**src/rtl/load_store_unit_if.sv**
```systemverilog
// ----------------------------------------------------------------------------
// Bus interfaces for the load/store unit.
//
// lsu_req_if : pipeline side. The request controls come from the decoder and
//              ALU. The writeback result, the misaligned pulse and busy go back
//              to the pipeline.
//   slave  modport : the LSU's view. It receives req_*, drives req_ready_o,
//                    wb_*, misaligned_o and busy_o.
//   master modport : the pipeline's view, with every direction reversed.
//
// lsu_mem_if : data-memory side. Carries the valid/ready request channel and a
//              one-cycle load response.
//   master modport : the LSU's view. It drives mem_req_valid_o, mem_we_o,
//                    mem_addr_o, mem_wstrb_o and mem_wdata_o.
//   slave  modport : the memory's view.
// ----------------------------------------------------------------------------
interface lsu_req_if #(
    parameter int XLEN = 32
);
    logic            req_valid_i;
    logic            req_ready_o;
    logic            req_wr_i;
    logic [1:0]      req_byte_i;
    logic            req_zero_extnd_i;
    logic [XLEN-1:0] req_addr_i;
    logic [XLEN-1:0] req_wdata_i;
    logic [4:0]      req_rd_i;
    logic            wb_valid_o;
    logic [4:0]      wb_rd_o;
    logic [XLEN-1:0] wb_data_o;
    logic            misaligned_o;
    logic            busy_o;

    modport slave (
        input  req_valid_i, req_wr_i, req_byte_i, req_zero_extnd_i,
               req_addr_i, req_wdata_i, req_rd_i,
        output req_ready_o, wb_valid_o, wb_rd_o, wb_data_o,
               misaligned_o, busy_o
    );

    modport master (
        output req_valid_i, req_wr_i, req_byte_i, req_zero_extnd_i,
               req_addr_i, req_wdata_i, req_rd_i,
        input  req_ready_o, wb_valid_o, wb_rd_o, wb_data_o,
               misaligned_o, busy_o
    );
endinterface

interface lsu_mem_if #(
    parameter int XLEN = 32
);
    logic            mem_req_valid_o;
    logic            mem_req_ready_i;
    logic            mem_we_o;
    logic [XLEN-1:0] mem_addr_o;
    logic [3:0]      mem_wstrb_o;
    logic [XLEN-1:0] mem_wdata_o;
    logic            mem_rsp_valid_i;
    logic [XLEN-1:0] mem_rdata_i;

    modport master (
        output mem_req_valid_o, mem_we_o, mem_addr_o, mem_wstrb_o, mem_wdata_o,
        input  mem_req_ready_i, mem_rsp_valid_i, mem_rdata_i
    );

    modport slave (
        input  mem_req_valid_o, mem_we_o, mem_addr_o, mem_wstrb_o, mem_wdata_o,
        output mem_req_ready_i, mem_rsp_valid_i, mem_rdata_i
    );
endinterface

```
**src/rtl/load_store_unit.sv**
```systemverilog
// ----------------------------------------------------------------------------
// load_store_unit : memory stage of the pipeline.
//
// The unit accepts one load or store from the pipeline when it is idle. It
// issues a single word-aligned access on the data-memory port. For a load, it
// returns the selected byte, half-word or word, sign- or zero-extended, to
// writeback. A misaligned half-word or word access is rejected with a
// one-cycle misaligned_o pulse and never reaches memory.
//
// Ports
//   clk     : rising-edge clock
//   reset   : asynchronous, active-high
//   req     : lsu_req_if.slave. Carries the pipeline request (valid/ready),
//             the writeback result, misaligned_o and busy_o.
//   mem     : lsu_mem_if.master. Carries the data-memory request (valid/ready)
//             and the one-cycle load response.
//
// Timing: accept C0 -> mem_req_valid_o C1 -> earliest response C2 ->
//         wb_valid_o C3. Stores are posted and the unit returns to IDLE on the
//         request handshake. There is no timeout.
// ----------------------------------------------------------------------------
module load_store_unit #(
    parameter int XLEN = 32
) (
    input  logic       clk,
    input  logic       reset,
    lsu_req_if.slave   req,
    lsu_mem_if.master  mem
);

    typedef enum logic [1:0] {
        S_IDLE     = 2'd0,
        S_REQ      = 2'd1,
        S_WAIT_RSP = 2'd2
    } state_t;

    state_t          r_state;
    state_t          w_next_state;

    // Latched request; it holds mem_* stable while the memory stalls.
    logic [XLEN-1:0] r_addr;
    logic            r_is_byte;
    logic            r_is_half;
    logic            r_zx;
    logic            r_wr;
    logic [4:0]      r_rd;
    logic [3:0]      r_wstrb;
    logic [XLEN-1:0] r_wdata;

    // Registered pulses and writeback result.
    logic            r_wb_valid;
    logic [4:0]      r_wb_rd;
    logic [XLEN-1:0] r_wb_data;
    logic            r_misaligned;

    logic            w_accept;
    logic            w_is_byte;
    logic            w_is_half;
    logic            w_is_word;
    logic            w_misaligned;
    logic            w_rsp_take;
    logic [3:0]      w_wstrb;
    logic [XLEN-1:0] w_wdata;
    logic [XLEN-1:0] w_shifted;
    logic [XLEN-1:0] w_ld_data;

    // A size code of 2'b11 is not BYTE or HALF, so it falls through to WORD.
    assign w_is_byte    = (req.req_byte_i == 2'b00);
    assign w_is_half    = (req.req_byte_i == 2'b01);
    assign w_is_word    = !w_is_byte && !w_is_half;
    assign w_misaligned = (w_is_half && req.req_addr_i[0]) ||
                          (w_is_word && (|req.req_addr_i[1:0]));

    assign w_accept   = req.req_valid_i && (r_state == S_IDLE);
    assign w_rsp_take = (r_state == S_WAIT_RSP) && mem.mem_rsp_valid_i;

    // Store formatting: replicate the data across all lanes. The strobes
    // choose which lanes memory actually writes.
    // NOTE: every always_comb output gets a default first, so no path can leave
    // it unassigned and infer a latch.
    always_comb begin
        w_wstrb = 4'b1111;
        w_wdata = req.req_wdata_i;
        if (w_is_byte) begin
            w_wstrb = 4'b0001 << req.req_addr_i[1:0];
            w_wdata = {4{req.req_wdata_i[7:0]}};
        end else if (w_is_half) begin
            w_wstrb = 4'b0011 << {req.req_addr_i[1], 1'b0};
            w_wdata = {2{req.req_wdata_i[15:0]}};
        end
        if (!req.req_wr_i) begin
            w_wstrb = 4'b0000;
        end
    end

    // Load formatting: move the addressed lane down to bit 0, then extend it.
    // A word access is aligned, so for WORD the shift is zero.
    assign w_shifted = mem.mem_rdata_i >> {r_addr[1:0], 3'b000};

    always_comb begin
        w_ld_data = w_shifted;
        if (r_is_byte) begin
            w_ld_data = r_zx ? {{(XLEN-8){1'b0}}, w_shifted[7:0]}
                             : {{(XLEN-8){w_shifted[7]}}, w_shifted[7:0]};
        end else if (r_is_half) begin
            w_ld_data = r_zx ? {{(XLEN-16){1'b0}}, w_shifted[15:0]}
                             : {{(XLEN-16){w_shifted[15]}}, w_shifted[15:0]};
        end
    end

    // FSM state register.
    // NOTE: sequential blocks use non-blocking assignments only. Every register
    // then samples its inputs from before the clock edge.
    always_ff @(posedge clk or posedge reset) begin
        if (reset) begin
            r_state <= S_IDLE;
        end else begin
            r_state <= w_next_state;
        end
    end

    // FSM next state and the outputs decoded from the state.
    always_comb begin
        w_next_state        = r_state;
        req.req_ready_o     = 1'b0;
        req.busy_o          = 1'b1;
        mem.mem_req_valid_o = 1'b0;
        case (r_state)
            S_IDLE: begin
                req.req_ready_o = 1'b1;
                req.busy_o      = 1'b0;
                if (w_accept && !w_misaligned) begin
                    w_next_state = S_REQ;
                end
            end
            S_REQ: begin
                mem.mem_req_valid_o = 1'b1;
                if (mem.mem_req_ready_i) begin
                    // A store is posted, so no response follows.
                    w_next_state = r_wr ? S_IDLE : S_WAIT_RSP;
                end
            end
            S_WAIT_RSP: begin
                if (mem.mem_rsp_valid_i) begin
                    w_next_state = S_IDLE;
                end
            end
            default: begin
                w_next_state = S_IDLE;
            end
        endcase
    end

    // Datapath registers. The latched request is cleared on reset as well, so
    // mem_* read as zero after reset rather than holding stale values.
    always_ff @(posedge clk or posedge reset) begin
        if (reset) begin
            r_addr       <= '0;
            r_is_byte    <= 1'b0;
            r_is_half    <= 1'b0;
            r_zx         <= 1'b0;
            r_wr         <= 1'b0;
            r_rd         <= '0;
            r_wstrb      <= '0;
            r_wdata      <= '0;
            r_wb_valid   <= 1'b0;
            r_wb_rd      <= '0;
            r_wb_data    <= '0;
            r_misaligned <= 1'b0;
        end else begin
            r_misaligned <= w_accept && w_misaligned;
            r_wb_valid   <= w_rsp_take;
            if (w_accept && !w_misaligned) begin
                r_addr    <= req.req_addr_i;
                r_is_byte <= w_is_byte;
                r_is_half <= w_is_half;
                r_zx      <= req.req_zero_extnd_i;
                r_wr      <= req.req_wr_i;
                r_rd      <= req.req_rd_i;
                r_wstrb   <= w_wstrb;
                r_wdata   <= w_wdata;
            end
            if (w_rsp_take) begin
                r_wb_rd   <= r_rd;
                r_wb_data <= w_ld_data;
            end
        end
    end

    assign mem.mem_we_o    = r_wr;
    assign mem.mem_addr_o  = {r_addr[XLEN-1:2], 2'b00};
    assign mem.mem_wstrb_o = r_wstrb;
    assign mem.mem_wdata_o = r_wdata;

    assign req.wb_valid_o   = r_wb_valid;
    assign req.wb_rd_o      = r_wb_rd;
    assign req.wb_data_o    = r_wb_data;
    assign req.misaligned_o = r_misaligned;

endmodule

```
**src/flat_wrapper.sv**
```systemverilog
// flat-port wrapper written by rule: the top's interface ports become plain ports
module load_store_unit_flat 
#(
    parameter int XLEN = 32
)
  (clk, reset, req_req_valid_i, req_req_wr_i, req_req_byte_i, req_req_zero_extnd_i, req_req_addr_i, req_req_wdata_i, req_req_rd_i, req_req_ready_o, req_wb_valid_o, req_wb_rd_o, req_wb_data_o, req_misaligned_o, req_busy_o, mem_mem_req_valid_o, mem_mem_we_o, mem_mem_addr_o, mem_mem_wstrb_o, mem_mem_wdata_o, mem_mem_req_ready_i, mem_mem_rsp_valid_i, mem_mem_rdata_i);
  lsu_req_if #(.XLEN(XLEN)) req_i ();
  lsu_mem_if #(.XLEN(XLEN)) mem_i ();
  input  logic clk;
  input  logic reset;
  input wire logic [$bits(req_i.req_valid_i)-1:0] req_req_valid_i;
  input wire logic [$bits(req_i.req_wr_i)-1:0] req_req_wr_i;
  input wire logic [$bits(req_i.req_byte_i)-1:0] req_req_byte_i;
  input wire logic [$bits(req_i.req_zero_extnd_i)-1:0] req_req_zero_extnd_i;
  input wire logic [$bits(req_i.req_addr_i)-1:0] req_req_addr_i;
  input wire logic [$bits(req_i.req_wdata_i)-1:0] req_req_wdata_i;
  input wire logic [$bits(req_i.req_rd_i)-1:0] req_req_rd_i;
  output wire logic [$bits(req_i.req_ready_o)-1:0] req_req_ready_o;
  output wire logic [$bits(req_i.wb_valid_o)-1:0] req_wb_valid_o;
  output wire logic [$bits(req_i.wb_rd_o)-1:0] req_wb_rd_o;
  output wire logic [$bits(req_i.wb_data_o)-1:0] req_wb_data_o;
  output wire logic [$bits(req_i.misaligned_o)-1:0] req_misaligned_o;
  output wire logic [$bits(req_i.busy_o)-1:0] req_busy_o;
  output wire logic [$bits(mem_i.mem_req_valid_o)-1:0] mem_mem_req_valid_o;
  output wire logic [$bits(mem_i.mem_we_o)-1:0] mem_mem_we_o;
  output wire logic [$bits(mem_i.mem_addr_o)-1:0] mem_mem_addr_o;
  output wire logic [$bits(mem_i.mem_wstrb_o)-1:0] mem_mem_wstrb_o;
  output wire logic [$bits(mem_i.mem_wdata_o)-1:0] mem_mem_wdata_o;
  input wire logic [$bits(mem_i.mem_req_ready_i)-1:0] mem_mem_req_ready_i;
  input wire logic [$bits(mem_i.mem_rsp_valid_i)-1:0] mem_mem_rsp_valid_i;
  input wire logic [$bits(mem_i.mem_rdata_i)-1:0] mem_mem_rdata_i;
  assign req_i.req_valid_i = req_req_valid_i;
  assign req_i.req_wr_i = req_req_wr_i;
  assign req_i.req_byte_i = req_req_byte_i;
  assign req_i.req_zero_extnd_i = req_req_zero_extnd_i;
  assign req_i.req_addr_i = req_req_addr_i;
  assign req_i.req_wdata_i = req_req_wdata_i;
  assign req_i.req_rd_i = req_req_rd_i;
  assign req_req_ready_o = req_i.req_ready_o;
  assign req_wb_valid_o = req_i.wb_valid_o;
  assign req_wb_rd_o = req_i.wb_rd_o;
  assign req_wb_data_o = req_i.wb_data_o;
  assign req_misaligned_o = req_i.misaligned_o;
  assign req_busy_o = req_i.busy_o;
  assign mem_mem_req_valid_o = mem_i.mem_req_valid_o;
  assign mem_mem_we_o = mem_i.mem_we_o;
  assign mem_mem_addr_o = mem_i.mem_addr_o;
  assign mem_mem_wstrb_o = mem_i.mem_wstrb_o;
  assign mem_mem_wdata_o = mem_i.mem_wdata_o;
  assign mem_i.mem_req_ready_i = mem_mem_req_ready_i;
  assign mem_i.mem_rsp_valid_i = mem_mem_rsp_valid_i;
  assign mem_i.mem_rdata_i = mem_mem_rdata_i;
  load_store_unit #(.XLEN(XLEN)) u_core (.clk(clk), .reset(reset), .req(req_i), .mem(mem_i));
endmodule
```
**config.mk**
```make
export PLATFORM = sky130hd
export DESIGN_NAME = load_store_unit_flat
export DESIGN_NICKNAME = d
export VERILOG_FILES = /design/src/rtl/load_store_unit_if.sv /design/src/rtl/load_store_unit.sv /design/src/flat_wrapper.sv
export SDC_FILE = /design/constraint.sdc
export NUM_CORES = 1
export LEC_CHECK = 0
export CAP_MARGIN = 20
export CORE_ASPECT_RATIO = 0.5
export CORE_MARGIN = 2
export CORE_UTILIZATION = 44
export DETAILED_ROUTE_END_ITERATION = 12
export PLACE_DENSITY = 0.78
export SLEW_MARGIN = 15
export SYNTH_ARGS = -nofsm -noshare
export SYNTH_HDL_FRONTEND = slang
export SYNTH_SLANG_ARGS = --single-unit
```
**constraint.sdc**
```tcl
create_clock -name clk -period 4.7 [get_ports clk]
set_clock_uncertainty 0.05 [all_clocks]
set_input_delay 0.94 -clock clk [delete_from_list [all_inputs] [get_ports clk]]
set_output_delay 0.94 -clock clk [all_outputs]
set_load 0.03 [all_outputs]
```
==> flow_summary.ini, run 1 <==
[power_and_ir_drop]
seqPwrFrac_pct = 29.4
leakage_uw = 0.00355
p_per_area_nw_per_um2 = 699
switching_power_uw = 2210
clockPowerShare_pct = 26.2
p_int_uw = 3710
p_comb_share_pct = 44.5
finalPower_uw = 5920
power.share.switching_pct = 37.3
peakVddDrop_uv = 325

[die]
initial_core_util_pct = 45.0
fp.coreArea_um2 = 12600
row_count = 29
pin_count = 221
dieWidth_um = 165
die_h_um = 84.4
dieArea_um2 = 13900

[routing]
wire_per_inst_um = 17.4
wl_met2_um = 7780
drtPass1Iterations = 4
vias = 4570
drt-vias-per-instance = 5.22
ant_nets = 0
wl_met3_um = 649
wl_met1_um = 6410
maxUsedRoutingLayer = met5
drc = 0
finalWirelength_um = 15300
drtIter0Drc = 278

[layout]
fillers = 968
syn2layout_area_growth_pct = 48.8
stdcell_count = 876
finalNetCount = 805
drive_gt1_share_pct = 14.0
antenna_cells = 0

[synth]
ys_seq_area_share_pct = 51.9
synth.distinct_cells = 35
synth_top_area_cell = dfrtp_1
ys_top_cells_by_area = dfrtp_1 (52%), mux2_2 (11%), mux2i_1 (7.0%)
synth.top_cell.area_share_pct = 51.9
synth_edf_count = 0
synth_flop_cell = dfrtp_1
async_flop_share_pct = 100
synth_area_um2 = 5690
yosys_warnings = 0
syn_avg_cell_area_um2 = 11.0
syn_inst = 518
synth-seq-cells = 118

[critical_path]
worstPathArrival_ns = 3.06
crit_type = input pin to flip-flop
r2r-end = u_core.req.wb_data_o[18]
timing.rr.start = u_core.r_state[0]
required_ns = 4.95
path_max_fanout = 38
ff2ff_setup_slack_ns = 2.45
critPathLaunchType = input pin
reg2reg_depth = 5
crit_path_end_kind = flip-flop

[sta]
worst_pin_slew_ns = 1.10
timing.fmax_mhz = 356
setup_viol_count_final = 0
hold_viol = 0
drv_slew = 0
post-route-period-util_pct = 59.7
rsz0062_at_grt = false
slew_headroom_pct = 26.6
layout_min_cycle_time_ns = 2.81
fin_tns_setup_ns = 0

[flow_run]
cap_violations = 0

[global_routing]
antenna_found_initial = 1
grt_max_degree = 95
grt_pass1_wl_um = 24000
grt_pass1_vias = 4532
grt_usage_pct = 22.5
grt.overflow.total = 0

[worst_hold_path]
whs_endpoint = u_core.mem.mem_wstrb_o[0]
hp-start = u_core.mem.mem_wstrb_o[0]
min_path_cells = 2
hp-class = flip-flop to flip-flop

[clock_tree]
h-tree-depth = 4
clock-sinks = 118
cts_made_buffers = 17
clk_pin_slew_worst_paths_ns = 0.05
cts_tree = done
insertion_delay_ns = 0.40
clockBufferDepth = 2
root_buffer = clkbuf_16
cts_resized = 0
hold_buffers = 0
post_cts.repair.setup_buffers = 0

[placed_design]
portBuffers = 218
place_congestion = 0.807
place_inst = 845
hpwl_um = 10700

[status]
status = finished clean
[registers in the layout, summed over array words and instances (netlist names)]
| signal | count |
|---|---|
| u_core.r_zx | 1 |
| u_core.r_is_half | 1 |
| u_core.mem.mem_wstrb_o | 4 |
| u_core.r_state | 2 |
| u_core.r_addr | 32 |
| u_core.mem.mem_we_o | 1 |
| u_core.r_rd | 5 |
| u_core.req.misaligned_o | 1 |
| u_core.r_is_byte | 1 |
| u_core.req.wb_rd_o | 5 |
| u_core.mem.mem_wdata_o | 32 |
| u_core.req.wb_valid_o | 1 |
| u_core.req.wb_data_o | 32 |
[power by group through the flow]
stage	logic [uW]	registers (uW)	clock network, uW
finish	2630	1740	1550
global route	2770	1800	1620
CTS	2650	1740	1570
detailed placement	2630	1750	0
global placement	2590	1730	0
floorplan	1230	2200	0
[cell usage after synthesis, drive strengths merged (8+ instances only)]
library cell    n
nand2          35
dfrtp         118
nor2b          11
inv             8
a22oi           8
buf            50
mux2i          40
o22a            8
clkbuf         19
mux2           57
nor2           44
a21oi          24
o31ai          17
o21ai          50
[per-layer routing]
metal	vias to the layer above	GRT usage, %
met1	2261	28.7
met5	-	0
met4	2	9.09
met2	125	37.1
li1	2149	-
met3	33	5.39
[cells by family (layout without fill, tap and decap cells)]
group | Yosys count | after routing | share of synthesized area [%]
AOI/OAI and AO/OA | 127 | 127 | 14.1
DFF | 118 | 118 | 51.9
muxes | 98 | 98 | 18.7
and+or+nand+nor | 97 | 97 | 7.26
buffers and inverters | 77 | 264 | 7.90
other | 1 | 2 | 0.0659
[layout make-up]
class	instances	area, um2	area share, %
sequential	118	2950	34.9
multi-input combinational	324	2290	27.1
timing repair buffer	226	2270	26.9
clock buffer	22	484	5.72
clock inverter	8	218	2.57
tap	170	213	2.51
inverter	8	32.5	0.384
[through the flow]
| step | hold slack, ns | util, % | cell area [um2] | setup WS, ns |
|---|---|---|---|---|
| CTS | 0.431 | 66.8 | 8440 | 1.91 |
| global route | 0.432 | 67.0 | 8460 | 1.71 |
| finish | 0.426 | 67.0 | 8460 | 1.89 |
| floorplan | 0.405 | - | 5690 | 0.581 |
| detailed placement | 0.418 | 61.3 | 7730 | 1.49 |
| global placement | 0.409 | 61.3 | 7730 | 1.59 |
[critical path: stages]
cell	delay (ns)
clkdlybuf4s50_1	0.49
nand3b_1	0.34
inv_1	0.52
buf_4	0.41
nor2_1	0.08
o31ai_1	0.24
[worst max-delay path by stage]
stage | start | endpoint
6_report | mem_mem_rsp_valid_i | u_core.req.wb_data_o[18]
5_1_grt | mem_mem_rsp_valid_i | u_core.req.wb_data_o[18]
4_1_cts | req_req_byte_i[0] | u_core.r_addr[17]
3_5_place_dp | req_req_byte_i[0] | u_core.r_addr[17]
3_3_place_gp | req_req_byte_i[0] | u_core.r_addr[19]
2_1_floorplan | reset | u_core.mem.mem_wdata_o[0]
[cell usage in the layout, fill, tap and decap left out, types with 4 or more instances in the layout]
cell	netlist	final
nor2_1	43	43
buf_4	32	6
a2bb2oi_1	7	7
o22a_1	8	8
dfrtp_1	118	118
nor2b_1	11	11
mux2i_1	40	40
a211oi_1	7	7
clkdlybuf4s50_1	0	218
o21ai_0	48	48
nand2_1	35	35
inv_1	8	7
a22oi_1	8	8
bufinv_16	0	7
clkbuf_16	0	17
o31ai_1	17	17
a21oi_1	24	24
clkbuf_8	0	4
mux2_2	57	57
Note: power is estimated with default switching activity, not from simulation.
==> inputs of run 2 (changes only) <==
- clock period: 4.7 -> 2.82 ns (I/O delays scaled with it)
==> run 2 against run 1 <==
Net effect:
- combinational power grew 70%
- final cell count up 0.80%
- highest routed layer is now met4
- non-clock buffer count rose by 5
- routed wire length barely moved
- worst setup slack got worse by 1.5 ns
- register-to-register slack lost 1.7 ns
- flip-flop and latch count unchanged
==> flow_summary.ini, run 2 (synthesis results as in run 1) <==
[power_and_ir_drop]
p_per_area_nw_per_um2 = 1150
p_int_uw = 6000
clockPowerShare_pct = 24.3
power.share.switching_pct = 38.1
leakage_uw = 0.00355
switching_power_uw = 3680
seqPwrFrac_pct = 29.4
peakVddDrop_uv = 503
p_comb_share_pct = 46.3

[die]
row_count = 29
dieWidth_um = 165
fp.coreArea_um2 = 12600
dieArea_um2 = 13900
die_h_um = 84.4
pin_count = 221
initial_core_util_pct = 45.0

[layout]
seqCellArea_um2 = 2950
drive_gt1_share_pct = 14.4
antenna_cells = 0
final_cell_mix = clkdlybuf4s50_1 (218), dfrtp_1 (118), mux2_2 (57)
multiInputGateArea_um2 = 2290
fillers = 929
layout_commonest_cell = clkdlybuf4s50_1
syn2layout_area_growth_pct = 48.5
fin_util_pct = 66.9
stdcell_count = 883
finalNetCount = 810

[critical_path]
crit_path_end_kind = primary output
path_max_fanout = 4
slowest_stage = clkdlybuf4s50_1
worst-path-buf-inv = 1
crit_type = flip-flop to primary output
crit_path_cell_trace = nor2_1 > clkdlybuf4s50_1
slowest_delay_ns = 0.73
critical-path-top-delay-family = buffers and inverters
critPathLaunchType = flip-flop
required_ns = 2.21
worstPathArrival_ns = 1.80

[clock_tree]
clock-sinks = 118
clockBufferDepth = 2
clk_pin_slew_worst_paths_ns = 0.06
cts_made_buffers = 17
cts_tree = done
cts_resized = 0
insertion_delay_ns = 0.40
root_buffer = clkbuf_16
hold_buffers = 0
post_cts.repair.setup_buffers = 0
h-tree-depth = 4

[global_routing]
antenna_found_initial = 0
grt_usage_pct = 22.7
grt_pass1_wl_um = 24600
grt.overflow.total = 0
grt_max_degree = 119
grt_pass1_vias = 4546

[sta]
post-route-period-util_pct = 85.7
worst_pin_slew_ns = 0.917
rsz0062_at_grt = false
slew_headroom_pct = 38.6
setup_viol_count_final = 0
timing.fmax_mhz = 414
hold_viol = 0
fin_tns_setup_ns = 0
drv_slew = 0
fin_ws_ns = 0.404
layout_min_cycle_time_ns = 2.42

[routing]
drc = 0
drt-vias-per-instance = 5.16
vias = 4557
wl_met3_um = 614
ant_nets = 0
wl_met1_um = 6410
finalWirelength_um = 15300
maxUsedRoutingLayer = met4
drtPass1Iterations = 4
wire_per_inst_um = 17.3
drtIter0Drc = 282
wl_met2_um = 7990

[placed_design]
place_congestion = 0.782
dp_worst_setup_slack_ns = 0.376
hpwl_um = 11000
portBuffers = 218
place_inst = 851

[status]
status = finished clean

[flow_run]
cap_violations = 0

[worst_hold_path]
hp-class = flip-flop to flip-flop
[run 2: cell count changes in the layout (fill, tap and decap cells not counted), sizes merged]
| cell | delta |
|---|---|
| inv | -1 |
| clkinvlp | +1 |
| clkinv | +3 |
| clkbuf | +1 |
| buf | +5 |
| bufinv | -2 |
[run 2: worst paths after layout]
path | startpoint | end | slack [ns] | depth (start not counted)
max in group asynchronous | reset | u_core.mem.mem_wstrb_o[0] | 1.54 | 3
setup reg to reg | u_core.r_addr[0] | u_core.req.wb_data_o[28] | 0.71 | 5
hold / removal | u_core.mem.mem_wstrb_o[1] | u_core.mem.mem_wstrb_o[1] | 0.43 | 2
hold reg to reg | u_core.mem.mem_wstrb_o[1] | u_core.mem.mem_wstrb_o[1] | 0.43 | 2
min in group asynchronous | reset | u_core.req.wb_data_o[31] | 0.61 | 3
setup / recovery | u_core.r_state[0] | req_req_ready_o | 0.40 | 2
[run 2: tightest hold or removal path, delay by kind of cell (launching register included)]
kind,cells,cell delay (ns)
AO/OA/AOI/OAI,1,0.06
flip-flops,1,0.34
AND/OR/NAND/NOR,1,0.05
[run 2: area by class of cell]
type,count,share of cell area [%]
well taps,170,2.52
clock inverters,9,2.04
flip-flops and latches,118,35.0
repair buffers,231,27.4
inverters,8,0.400
clock buffers,23,5.54
multi-input cells,324,27.1
[run 2: power by group through the flow]
stage                     Combinational (uW)  Clock, uW  Sequential, uW
after floorplan                         2050          0            3660
after global placement                  4420          0            2830
after detailed placement                4490          0            2860
after CTS                               4510       2390            2850
after global routing                    4730       2470            2940
final                                   4480       2350            2850
[run 2: per-layer routing]
| metal | track usage, % | up-vias |
|---|---|---|
| met2 | 39.1 | 117 |
| met4 | 6.64 | 0 |
| met3 | 5.19 | 20 |
| met5 | 0 | - |
| li1 | - | 2169 |
| met1 | 28.7 | 2251 |
[run 2: through the flow]
step / cell area [um2] / power [uW] / hold slack (ns)
after floorplan: 5700 / 5710 / 0.405
after global placement: 7810 / 7250 / 0.411
after detailed placement: 7810 / 7350 / 0.419
after CTS: 8450 / 9750 / 0.431
after global routing: 8450 / 10100 / 0.464
final: 8450 / 9680 / 0.426
==> inputs of run 3 (changes only) <==
- CELL_PAD_IN_SITES_DETAIL_PLACEMENT: not set -> 0
- CELL_PAD_IN_SITES_GLOBAL_PLACEMENT: not set -> 1
- CORE_UTILIZATION: 44 -> 33
- HOLD_SLACK_MARGIN: not set -> 0.02
- PLACE_DENSITY: 0.78 -> 0.77
==> run 3 against run 2 <==
Net effect:
- total power is 0.23% lower
- clock-buffer cell count is 3 lower
- critical path type unchanged
- hold slack worse by 0.0034 ns
- utilization is 16 points lower
- highest routed layer unchanged
- first-iteration DRC count is 7.8% lower
- largest power group unchanged
- final cell count is 6.2% higher
==> flow_summary.ini, run 3 (synthesis results as in run 1) <==
[status]
status = finished clean

[layout]
final_cell_mix = clkdlybuf4s50_1 (218), dfrtp_1 (118), mux2_2 (57)
finalNetCount = 810
fin_util_pct = 51.4
antenna_cells = 0
post-route-cell-area_um2 = 8520
syn2layout_area_growth_pct = 49.9
layout_commonest_cell = clkdlybuf4s50_1
drive_gt1_share_pct = 14.6

[die]
initial_core_util_pct = 34.3
row_count = 33
fp.coreArea_um2 = 16600
dieArea_um2 = 18400
pin_count = 221
dieWidth_um = 190
die_h_um = 96.8

[placed_design]
portBuffers = 218
hpwl_um = 11700
place_congestion = 0.751
placed_area_um2 = 7890

[clock_tree]
cts_made_buffers = 17
clk_pin_slew_worst_paths_ns = 0.06
clock-sinks = 118
cts_tree = done
insertion_delay_ns = 0.40
post_cts.repair.setup_buffers = 0
h-tree-depth = 4
cts_resized = 0
clockBufferDepth = 2
hold_buffers = 0
root_buffer = clkbuf_16

[flow_run]
cap_violations = 0

[sta]
setup_viol_count_final = 0
post-route-period-util_pct = 85.2
hold_viol = 0
drv_slew = 0
timing.fmax_mhz = 416
slew_headroom_pct = 33.8
rsz0062_at_grt = false
fin_tns_setup_ns = 0
layout_min_cycle_time_ns = 2.40
worst_pin_slew_ns = 0.992

[global_routing]
grt_pass1_vias = 4463
grt.overflow.total = 0
grt_max_degree = 96
grt_pass1_wl_um = 25500
grt_usage_pct = 17.8
antenna_found_initial = 0

[routing]
finalWirelength_um = 16000
vias = 4431
drtIter0Drc = 260
drt-vias-per-instance = 4.72
ant_nets = 0
wire_per_inst_um = 17.0
drtPass1Iterations = 5
drc = 0

[critical_path]
path_max_fanout = 4
required_ns = 2.21
critPathLaunchType = flip-flop
crit_type = flip-flop to primary output
crit_path_end_kind = primary output
worstPathArrival_ns = 1.79

[power_and_ir_drop]
leakage_uw = 0.00355
peakVddDrop_uv = 514
p_per_area_nw_per_um2 = 1130

[worst_hold_path]
hp-class = flip-flop to flip-flop
run 3: cell count changes in the layout (fill, tap and decap cells not counted), sizes merged:
cell,previous run,this run
clkbuf,23,20
clkinv,3,4
run 3: final timing paths:
path                                             from                    endpoint  slack (ns)  cells past startpoint
min reg2reg                u_core.mem.mem_wdata_o[11]  u_core.mem.mem_wdata_o[11]        0.42                      2
max in group asynchronous                       reset    u_core.req.wb_data_o[29]        1.66                      3
min                        u_core.mem.mem_wdata_o[11]  u_core.mem.mem_wdata_o[11]        0.42                      2
max reg2reg                          u_core.r_addr[0]    u_core.req.wb_data_o[27]        0.71                      5
min in group asynchronous                       reset            u_core.r_addr[5]        0.46                      2
max                                 u_core.r_state[0]             req_req_ready_o        0.42                      2
run 3: metrics by stage:
stage	worst slack [ns]	cells	hold slack (ns)	total power, uW
2_1_floorplan	0.765	519	0.405	5710
3_3_place_gp	0.390	908	0.409	7300
3_5_place_dp	0.323	908	0.419	7360
4_1_cts	0.380	938	0.431	9770
5_1_grt	0.317	938	0.456	10200
6_report	0.418	938	0.422	9660
run 3: metal layers:
layer  part of all wire (%)  vias up  GRT usage, %
met5                      0        -             0
met1                     45     2172          23.2
met3                    3.8       11          4.64
met2                     50       90          29.7
li1                       -     2158             -
met4                   0.96        0          4.05
run 3: power by group:
part / internal, uW / switching [uW]
logic: 1980 / 2530
clock network: 1600 / 754
registers: 2400 / 399
run 3: cell type report:
type                       instances  area, um2
fill                            1469       8070
sequential                       118       2950
timing repair buffer             231       2330
multi-input combinational        324       2290
clock buffer                      20        457
tap                              227        284
clock inverter                    10        178
inverter                           8       33.8
run 3: worst max-delay path, cell delays in order, from the launching register on:
cell and delay [ns]:
dfrtp_1 0.40, nor2_1 0.25, clkdlybuf4s50_1 0.73
